==> config.mk <==
export PLATFORM = sky130hd
export DESIGN_NAME = mac_row_feeder
export DESIGN_NICKNAME = d
export VERILOG_FILES = /design/src/rtl/mac_row_feeder.sv
export SDC_FILE = /design/constraint.sdc
export NUM_CORES = 1
export LEC_CHECK = 0
export BUFFER_PORTS_ARGS = -buffer_cell sky130_fd_sc_hd__buf_4
export CAP_MARGIN = 20
export CORE_MARGIN = 5
export CORE_UTILIZATION = 45
export CTS_CLUSTER_SIZE = 20
export DETAILED_ROUTE_END_ITERATION = 7
export PLACE_DENSITY = 0.69
export SLEW_MARGIN = 20
export SYNTH_ARGS = -nofsm -noshare
export SYNTH_HDL_FRONTEND = slang
export SYNTH_SLANG_ARGS = --single-unit
==> constraint.sdc <==
create_clock -name clk -period 2.01 [get_ports clk]
set_input_delay 0.201 -clock clk [delete_from_list [all_inputs] [get_ports clk]]
set_output_delay 0.201 -clock clk [all_outputs]
set_load 0.05 [all_outputs]
==> src/rtl/mac_row_feeder.sv <==
// mac_row_feeder
// ---------------------------------------------------------------------------
// West-edge transmitter for one row of the weight-stationary MAC array.
// A pass streams `col` kernel words (inst_w = 01) followed by `n_exec`
// activation words (inst_w = 10) into the row's first tile, then idles the
// row for `col` cycles so the last instruction leaves the east tile, then
// pulses `done`.
//
// Handshake: a word moves from upstream when in_valid & in_ready are both
// high at a rising clk edge. in_ready depends on state only (never on
// in_valid), and in_data is ignored on any cycle without an accept.
//
// Ports
//   clk        clock
//   reset      asynchronous reset, active low (0 = in reset)
//   start      1-cycle pulse, begins a pass; ignored unless idle
//   n_exec     activation count, sampled when start is accepted
//   in_data    operand from upstream
//   in_valid   upstream has a word
//   in_ready   feeder accepts a word this cycle
//   out_w      to tile in_w (registered)
//   inst_w     to tile inst_w (registered): [0] kernel load, [1] execute
//   busy       high in every state except idle
//   done       1-cycle pulse at the end of the drain
//   dbg_state  current FSM state (0 idle, 1 load, 2 exec, 3 drain, 4 fin)
// ---------------------------------------------------------------------------
module mac_row_feeder #(
   parameter int bw     = 4,
   parameter int col    = 8,
   parameter int cnt_bw = 8
) (
   input  logic              clk,
   input  logic              reset,
   input  logic              start,
   input  logic [cnt_bw-1:0] n_exec,
   input  logic [bw-1:0]     in_data,
   input  logic              in_valid,
   output logic              in_ready,
   output logic [bw-1:0]     out_w,
   output logic [1:0]        inst_w,
   output logic              busy,
   output logic              done,
   output logic [2:0]        dbg_state
);

   // One counter serves both the load phase and the drain phase; they never
   // overlap, and it is cleared on every hand-over between them.
   localparam int            CW   = (col > 1) ? $clog2(col) : 1;
   localparam logic [CW-1:0] LAST = CW'(col - 1);

   typedef enum logic [2:0] {
      S_IDLE  = 3'd0,
      S_LOAD  = 3'd1,
      S_EXEC  = 3'd2,
      S_DRAIN = 3'd3,
      S_FIN   = 3'd4
   } state_t;

   state_t              state_q, state_d;
   logic [CW-1:0]       cnt_q, cnt_d;
   logic [cnt_bw-1:0]   exec_left_q, exec_left_d;
   logic [bw-1:0]       out_w_q, out_w_d;
   logic [1:0]          inst_w_q, inst_w_d;
   logic                accept;

   // ------------------------------------------------------------------
   // State register and registered datapath
   // ------------------------------------------------------------------
   always_ff @(posedge clk or negedge reset) begin
      if (!reset) begin
         state_q     <= S_IDLE;
         cnt_q       <= '0;
         exec_left_q <= '0;
         out_w_q     <= '0;
         inst_w_q    <= 2'b00;
      end else begin
         state_q     <= state_d;
         cnt_q       <= cnt_d;
         exec_left_q <= exec_left_d;
         out_w_q     <= out_w_d;
         inst_w_q    <= inst_w_d;
      end
   end

   assign accept = in_valid & in_ready;

   // ------------------------------------------------------------------
   // Next-state logic
   // ------------------------------------------------------------------
   always_comb begin
      state_d     = state_q;
      cnt_d       = cnt_q;
      exec_left_d = exec_left_q;
      out_w_d     = out_w_q;   // out_w holds through bubbles and drain
      inst_w_d    = 2'b00;     // no accept means a bubble the tiles ignore

      case (state_q)
         S_IDLE: begin
            if (start) begin
               state_d     = S_LOAD;
               exec_left_d = n_exec;
               cnt_d       = '0;
            end
         end

         S_LOAD: begin
            if (accept) begin
               out_w_d  = in_data;
               inst_w_d = 2'b01;
               if (cnt_q == LAST) begin
                  cnt_d   = '0;
                  state_d = (exec_left_q != '0) ? S_EXEC : S_DRAIN;
               end else begin
                  cnt_d = cnt_q + CW'(1);
               end
            end
         end

         S_EXEC: begin
            if (accept) begin
               out_w_d     = in_data;
               inst_w_d    = 2'b10;
               exec_left_d = exec_left_q - cnt_bw'(1);
               // Leaving on the last word means the counter never wraps,
               // even for the all-ones count.
               if (exec_left_q == cnt_bw'(1)) begin
                  state_d = S_DRAIN;
               end
            end
         end

         S_DRAIN: begin
            // col idle cycles let the final instruction walk out of the
            // east tile before done is raised.
            if (cnt_q == LAST) begin
               cnt_d   = '0;
               state_d = S_FIN;
            end else begin
               cnt_d = cnt_q + CW'(1);
            end
         end

         S_FIN: begin
            state_d = S_IDLE;
         end

         default: begin
            state_d = S_IDLE;
         end
      endcase
   end

   // ------------------------------------------------------------------
   // Output logic (state-only outputs plus registered tile drive)
   // ------------------------------------------------------------------
   always_comb begin
      in_ready  = (state_q == S_LOAD) | (state_q == S_EXEC);
      busy      = (state_q != S_IDLE);
      done      = (state_q == S_FIN);
      out_w     = out_w_q;
      inst_w    = inst_w_q;
      dbg_state = state_q;
   end

endmodule
After elaboration in Yosys (flattened, before gate mapping)
Cells that the tools add are included.

storage, ports and cells
  flip-flop bits (word level) = 20
  output and inout port bits = 12
  input bits = 16

cells by class
  eq/ne operators = 12
  multiplexer cells = 18
  $add $sub $neg = 2
  bitwise operators = 2
  reductions and logical operators = 10

operator list
  kind                                                                 number
  3-bit 2-to-1 mux                                                     9
  8-bit 2-to-1 mux                                                     2
  8-bit one-hot mux with 2 select lines                                1
  2-bit inequality test (second input constant)                        6
  3-bit one-hot mux with 4 select lines                                1
  3-bit one-hot mux with 3 select lines                                1
  8-bit by 1-bit == test with 1-bit output (second input constant)     1
  8-bit nonzero test                                                   1
  8-bit by 1-bit subtractor with 8-bit output (second input constant)  1
  3-bit by 2-bit == test with 1-bit output (second input constant)     2
  3-bit == test (second input constant)                                2
  3-bit AND reduction                                                  2
  6-bit AND reduction                                                  1
  3-bit nonzero test                                                   2
  2-bit one-hot mux with 2 select lines                                1
  3-bit by 1-bit adder with 3-bit output (second input constant)       1
  3-bit by 1-bit == test with 1-bit output (second input constant)     1
  3-bit logical NOT                                                    1
  1-bit 2-to-1 mux                                                     2
  2-bit 2-to-1 mux                                                     1
  2-bit AND reduction                                                  1
  2-bit nonzero test                                                   1
  2-bit OR reduction                                                   1
  1-bit bitwise AND                                                    1
  1-bit OR                                                             1

Longest topological paths before layout
  word-level depth = 5
  gate-level depth with buffers = 6
  mapped depth without buffers = 6

Worst setup path before layout
OpenSTA, ideal clock, no wires.

  kind = flip-flop to flip-flop
  start = register state_q[0], in the netlist dbg_state[0]
  end = register out_w_q[0], in the netlist out_w[0]
  arrival time = 2,302 ps
  slack = -417 ps
  required time = 1,885 ps
  cell stages (with the launch flop) = 6
  period minus slack after synthesis = 2,427 ps
  setup time = 125 ps
  cells stage by stage = dfrtp_1 buf_2 xnor2_1 nor2_1 and2_0 mux2_2

between the ends
  cells in the longest elaborated chain, start to end = 4
  elaborated cells on any way between the ends = 6
  classes of those cells = 2 x eq/ne; 2 x bitwise; 2 x reduce/logical

RTL lines
  item                                                                                                  RTL line  source
  from (decl)                                                                                           59        state_t state_q, state_d;
  from (signal assigned)                                                                                77        state_q <= state_d;
  3-bit by 1-bit == test with 1-bit output or 3-bit by 2-bit == test with 1-bit output (tied branches)  157       in_ready = (state_q == S_LOAD) | (state_q == S_EXEC);
  1-bit OR (*)                                                                                          157
  via in_ready                                                                                          38        output logic in_ready,
  1-bit bitwise AND (*)                                                                                 85        assign accept = in_valid & in_ready;
  2-bit AND reduction (no source line) (*)                                                              -
  to (signal assigned)                                                                                  80        out_w_q <= out_w_d;
  to (decl)                                                                                             62        logic [bw-1:0] out_w_q, out_w_d;

Mark *: on every way through the listed nets, which the timed path passes. The rest lies on a longest branch.
A chain may end at the register's enable or synchronous reset.

Final worst setup path
  start = register exec_left_q[0]
  end = register exec_left_q[6]

between the ends
  cells in the longest elaborated chain, start to end = 3

RTL lines
  item                                         RTL line  source
  from (decl)                                  61        logic [cnt_bw-1:0] exec_left_q, exec_left_d;
  from (signal assigned)                       79        exec_left_q <= exec_left_d;
  8-bit by 1-bit subtractor with 8-bit output  123       exec_left_d = exec_left_q - cnt_bw'(1);
  8-bit 2-to-1 mux                             120       if (accept) begin
  8-bit one-hot mux with 2 select lines        97        case (state_q)

No other way between the ends. The select of a mux whose other input is x is not followed.

==> impl_results.md <==
* Status: completed
* Setup CP Type: reg2reg
* Post-CTS Resized at 0
* RSZ-0062 raised after global routing: false
* Hold path startpoint: in_data[1]
* WHS Path Cells at 2
* Io pins at 28
* Gr usage total at 0.147
* Worst min path class: in2reg
* First-pass GRT wire length at 4040 um
* Min-Delay Endpoint: out_w[1]
* Synth async-reset ratio at 1.00
* Synth top area share at 0.433
* Mapped cell area at 1160 um2
* Worst R2R Setup Slack at 0.20 ns
* R2R Path End: exec_left_q[6]
* Clock Path Buffers at 2
* CP Capture Type: flip-flop
* DRC at 0
* Net count, final at 170
* Layout cells sized above 1 at 0.304
* Required @ worst endpoint at 2.24 ns
* Worst vdd ir at 0.00120 V
* Die area at 3680 um2
* # rows at 18
* Layout area overhead at 26.4%
* Pin count of the biggest net entering global routing at 21
* Dpl ws at 0.182 ns
* Vias at 964
* DRT Wirelength at 2400 um
* Syn Nets at 141
* Critical Path AT at 2.05 ns
* Gr ovfl total at 0
* Diode count at 0
* Starting DRT DRC Count at 17
* Die Wd at 60.7 um
* Worst Max-Slew Pin Slew at 0.489 ns
* Leakage at 0.656 nW
* Clk root buf: clkbuf_4
* Final TNS setup at 0 ns
* Switching power at 1.08 mW
* Yosys top cell by area: dfrtp_1
* WL/cell at 13.5 um
* CP Cell Sequence: inv_1, ha_1, or3b_1, or3_4, a21oi_2, a2bb2oi_1
* Seq/Total Area, Yosys at 0.433
* Avg Synthesized Cell Area at 9.63 um2
* Slowest CP cell: dfrtp_1
* PwrDens at 1620 nW/um2
* Clock power share at 0.135
* Skew-Pair Late Insertion Delay at 0.30 ns
* Seq pwr share at 0.328
* Reg2reg path depth at 6
* CTS tree: built
* Top FF cell, synth: dfrtp_1
* Switching power share of the total at 0.455
* Worst Slack Setup Final at 0.196 ns
* Area contributors post-synth: dfrtp_1, ha_1, o21ai_0
* Comb power frac at 0.536
* Slew Limit Headroom at 0.672
* Clk sinks at 20
* H-tree depth at 1
* Seq cells post-synth at 20
* CP max stage delay at 0.43 ns
* CP startpoint kind: flip-flop
* Core area at 2480 um2
* Post-route minimum period at 1.81 ns
* Fmax at 551 MHz
* CP top delay family: simple AND/OR/NAND/NOR gates
* Post-DR vias/cell at 5.42
* WHS at 0.126 ns
* Number of global-route vias before repair at 895
* Post-CTS setup buffer count at 0
* Buf+Inv Stages, Crit Path at 1
* Max Cap Violations at 0
* Cts-stage hold buffer count at 1
* Final setup fails at 0
* Final ANT Viol Nets at 0
* Int Pwr at 1.29 mW
* Initial core utilization at 0.467
* CTS Buf Count at 3
* Die extent in y at 60.7 um
* Worst-path clk slew at 0.11 ns
* Max Clock Skew at 0.00976 ns
* Post-synth EDFFs at 0
* HPWL after DPL at 1820 um
* Slew Viols, Final at 0
* Final Hold Vio Count at 0
* CP max FO at 5
* Post-synthesis instance total at 120
* Fin util at 0.590
* IO buf count at 27
* Synth warnings at 0
* TritonRoute pass-1 iters at 4
* Yosys cell types at 38
* Total power at 2.36 mW
* Reg2Reg Launch Point: exec_left_q[0]
* Initial antenna violation count at 0
* GPL Wtd Cong at 0.774
* Crit share post-route at 0.902
* Fill cells at 227
worst max-delay path by stage:
stage,from,end,slack (ns),cells past startpoint
6_report,exec_left_q[0],exec_left_q[6],0.20,6
5_1_grt,exec_left_q[1],exec_left_q[6],0.1,6
4_1_cts,exec_left_q[0],exec_left_q[6],0.19,6
3_5_place_dp,exec_left_q[0],exec_left_q[6],0.18,6
3_3_place_gp,exec_left_q[0],exec_left_q[6],0.25,6
2_1_floorplan,dbg_state[1],out_w[0],0.09,4
cell families (layout without fill, tap and decap cells):
| logic type | Yosys count | count (layout) | share of synthesized area |
|---|---|---|---|
| and+or+nand+nor | 47 | 47 | 0.236 |
| AOI/OAI and AO/OA | 28 | 28 | 0.159 |
| DFF | 20 | 20 | 0.433 |
| buffers and inverters | 12 | 40 | 0.0455 |
| muxes | 7 | 7 | 0.0649 |
| adders and majority gates | 5 | 5 | 0.0541 |
| xor gates and xnor gates | 1 | 1 | 0.00758 |
cells in the final DEF, fill, tap and decap left out, types with 2 or more instances in the layout:
cell / count
a211oi_1: 3
a21oi_1: 5
a2bb2oi_1: 2
and2_0: 2
and2_1: 2
and3_1: 2
buf_4: 30
clkbuf_4: 3
dfrtp_1: 19
ha_1: 5
inv_1: 5
mux2_2: 4
mux2i_1: 3
nand2_1: 11
nand2b_1: 2
nand3_1: 2
nor2_1: 4
nor2b_1: 3
nor3_1: 6
nor3b_2: 2
o21ai_0: 9
o2bb2ai_1: 2
or3_1: 2
or3b_1: 2
flip-flops by register name, summed over array words and instances, names as in the netlist:
| register | count |
|---|---|
| exec_left_q | 8 |
| out_w | 4 |
| cnt_q | 3 |
| dbg_state | 3 |
| inst_w | 2 |
power groups by stage:
stage               logic (mW)  registers (mW)  clock network [mW]
finish                    1.27           0.776               0.320
global route              1.37           0.817               0.357
CTS                       1.29           0.774               0.334
detailed placement        1.28           0.783                   0
global placement          1.25           0.771                   0
floorplan                0.765           0.953                   0
cells in the mapped netlist, drive strengths merged (3+ instances only):
| master | n |
|---|---|
| dfrtp | 20 |
| nand2 | 11 |
| o21ai | 9 |
| buf | 7 |
| nor3 | 7 |
| a21oi | 6 |
| ha | 5 |
| inv | 5 |
| nor2 | 5 |
| and2 | 4 |
| mux2 | 4 |
| a211oi | 3 |
| mux2i | 3 |
| nor2b | 3 |
| nor3b | 3 |
| or3 | 3 |
layer usage:
layer  track usage  share of wire
met1         0.201           0.45
met5             0              0
met4        0.0248         0.0062
met2         0.231           0.47
met3        0.0489          0.067
cell type report:
type / instances / area (um2) / share of cell area
sequential: 20 / 502 / 0.343
inverter: 5 / 18.8 / 0.0128
tap: 30 / 37.5 / 0.0257
clock buffer: 3 / 22.5 / 0.0154
multi-input combinational: 88 / 616 / 0.421
timing repair buffer: 31 / 235 / 0.161
clock inverter: 1 / 30.0 / 0.0205
through the flow:
stage          instance area (um2)  cells
6_report                      1460    178
5_1_grt                       1460    178
4_1_cts                       1460    178
3_5_place_dp                  1400    173
3_3_place_gp                  1400    173
2_1_floorplan                 1170    120
No activity file was read; power rests on OpenSTA's default activity.
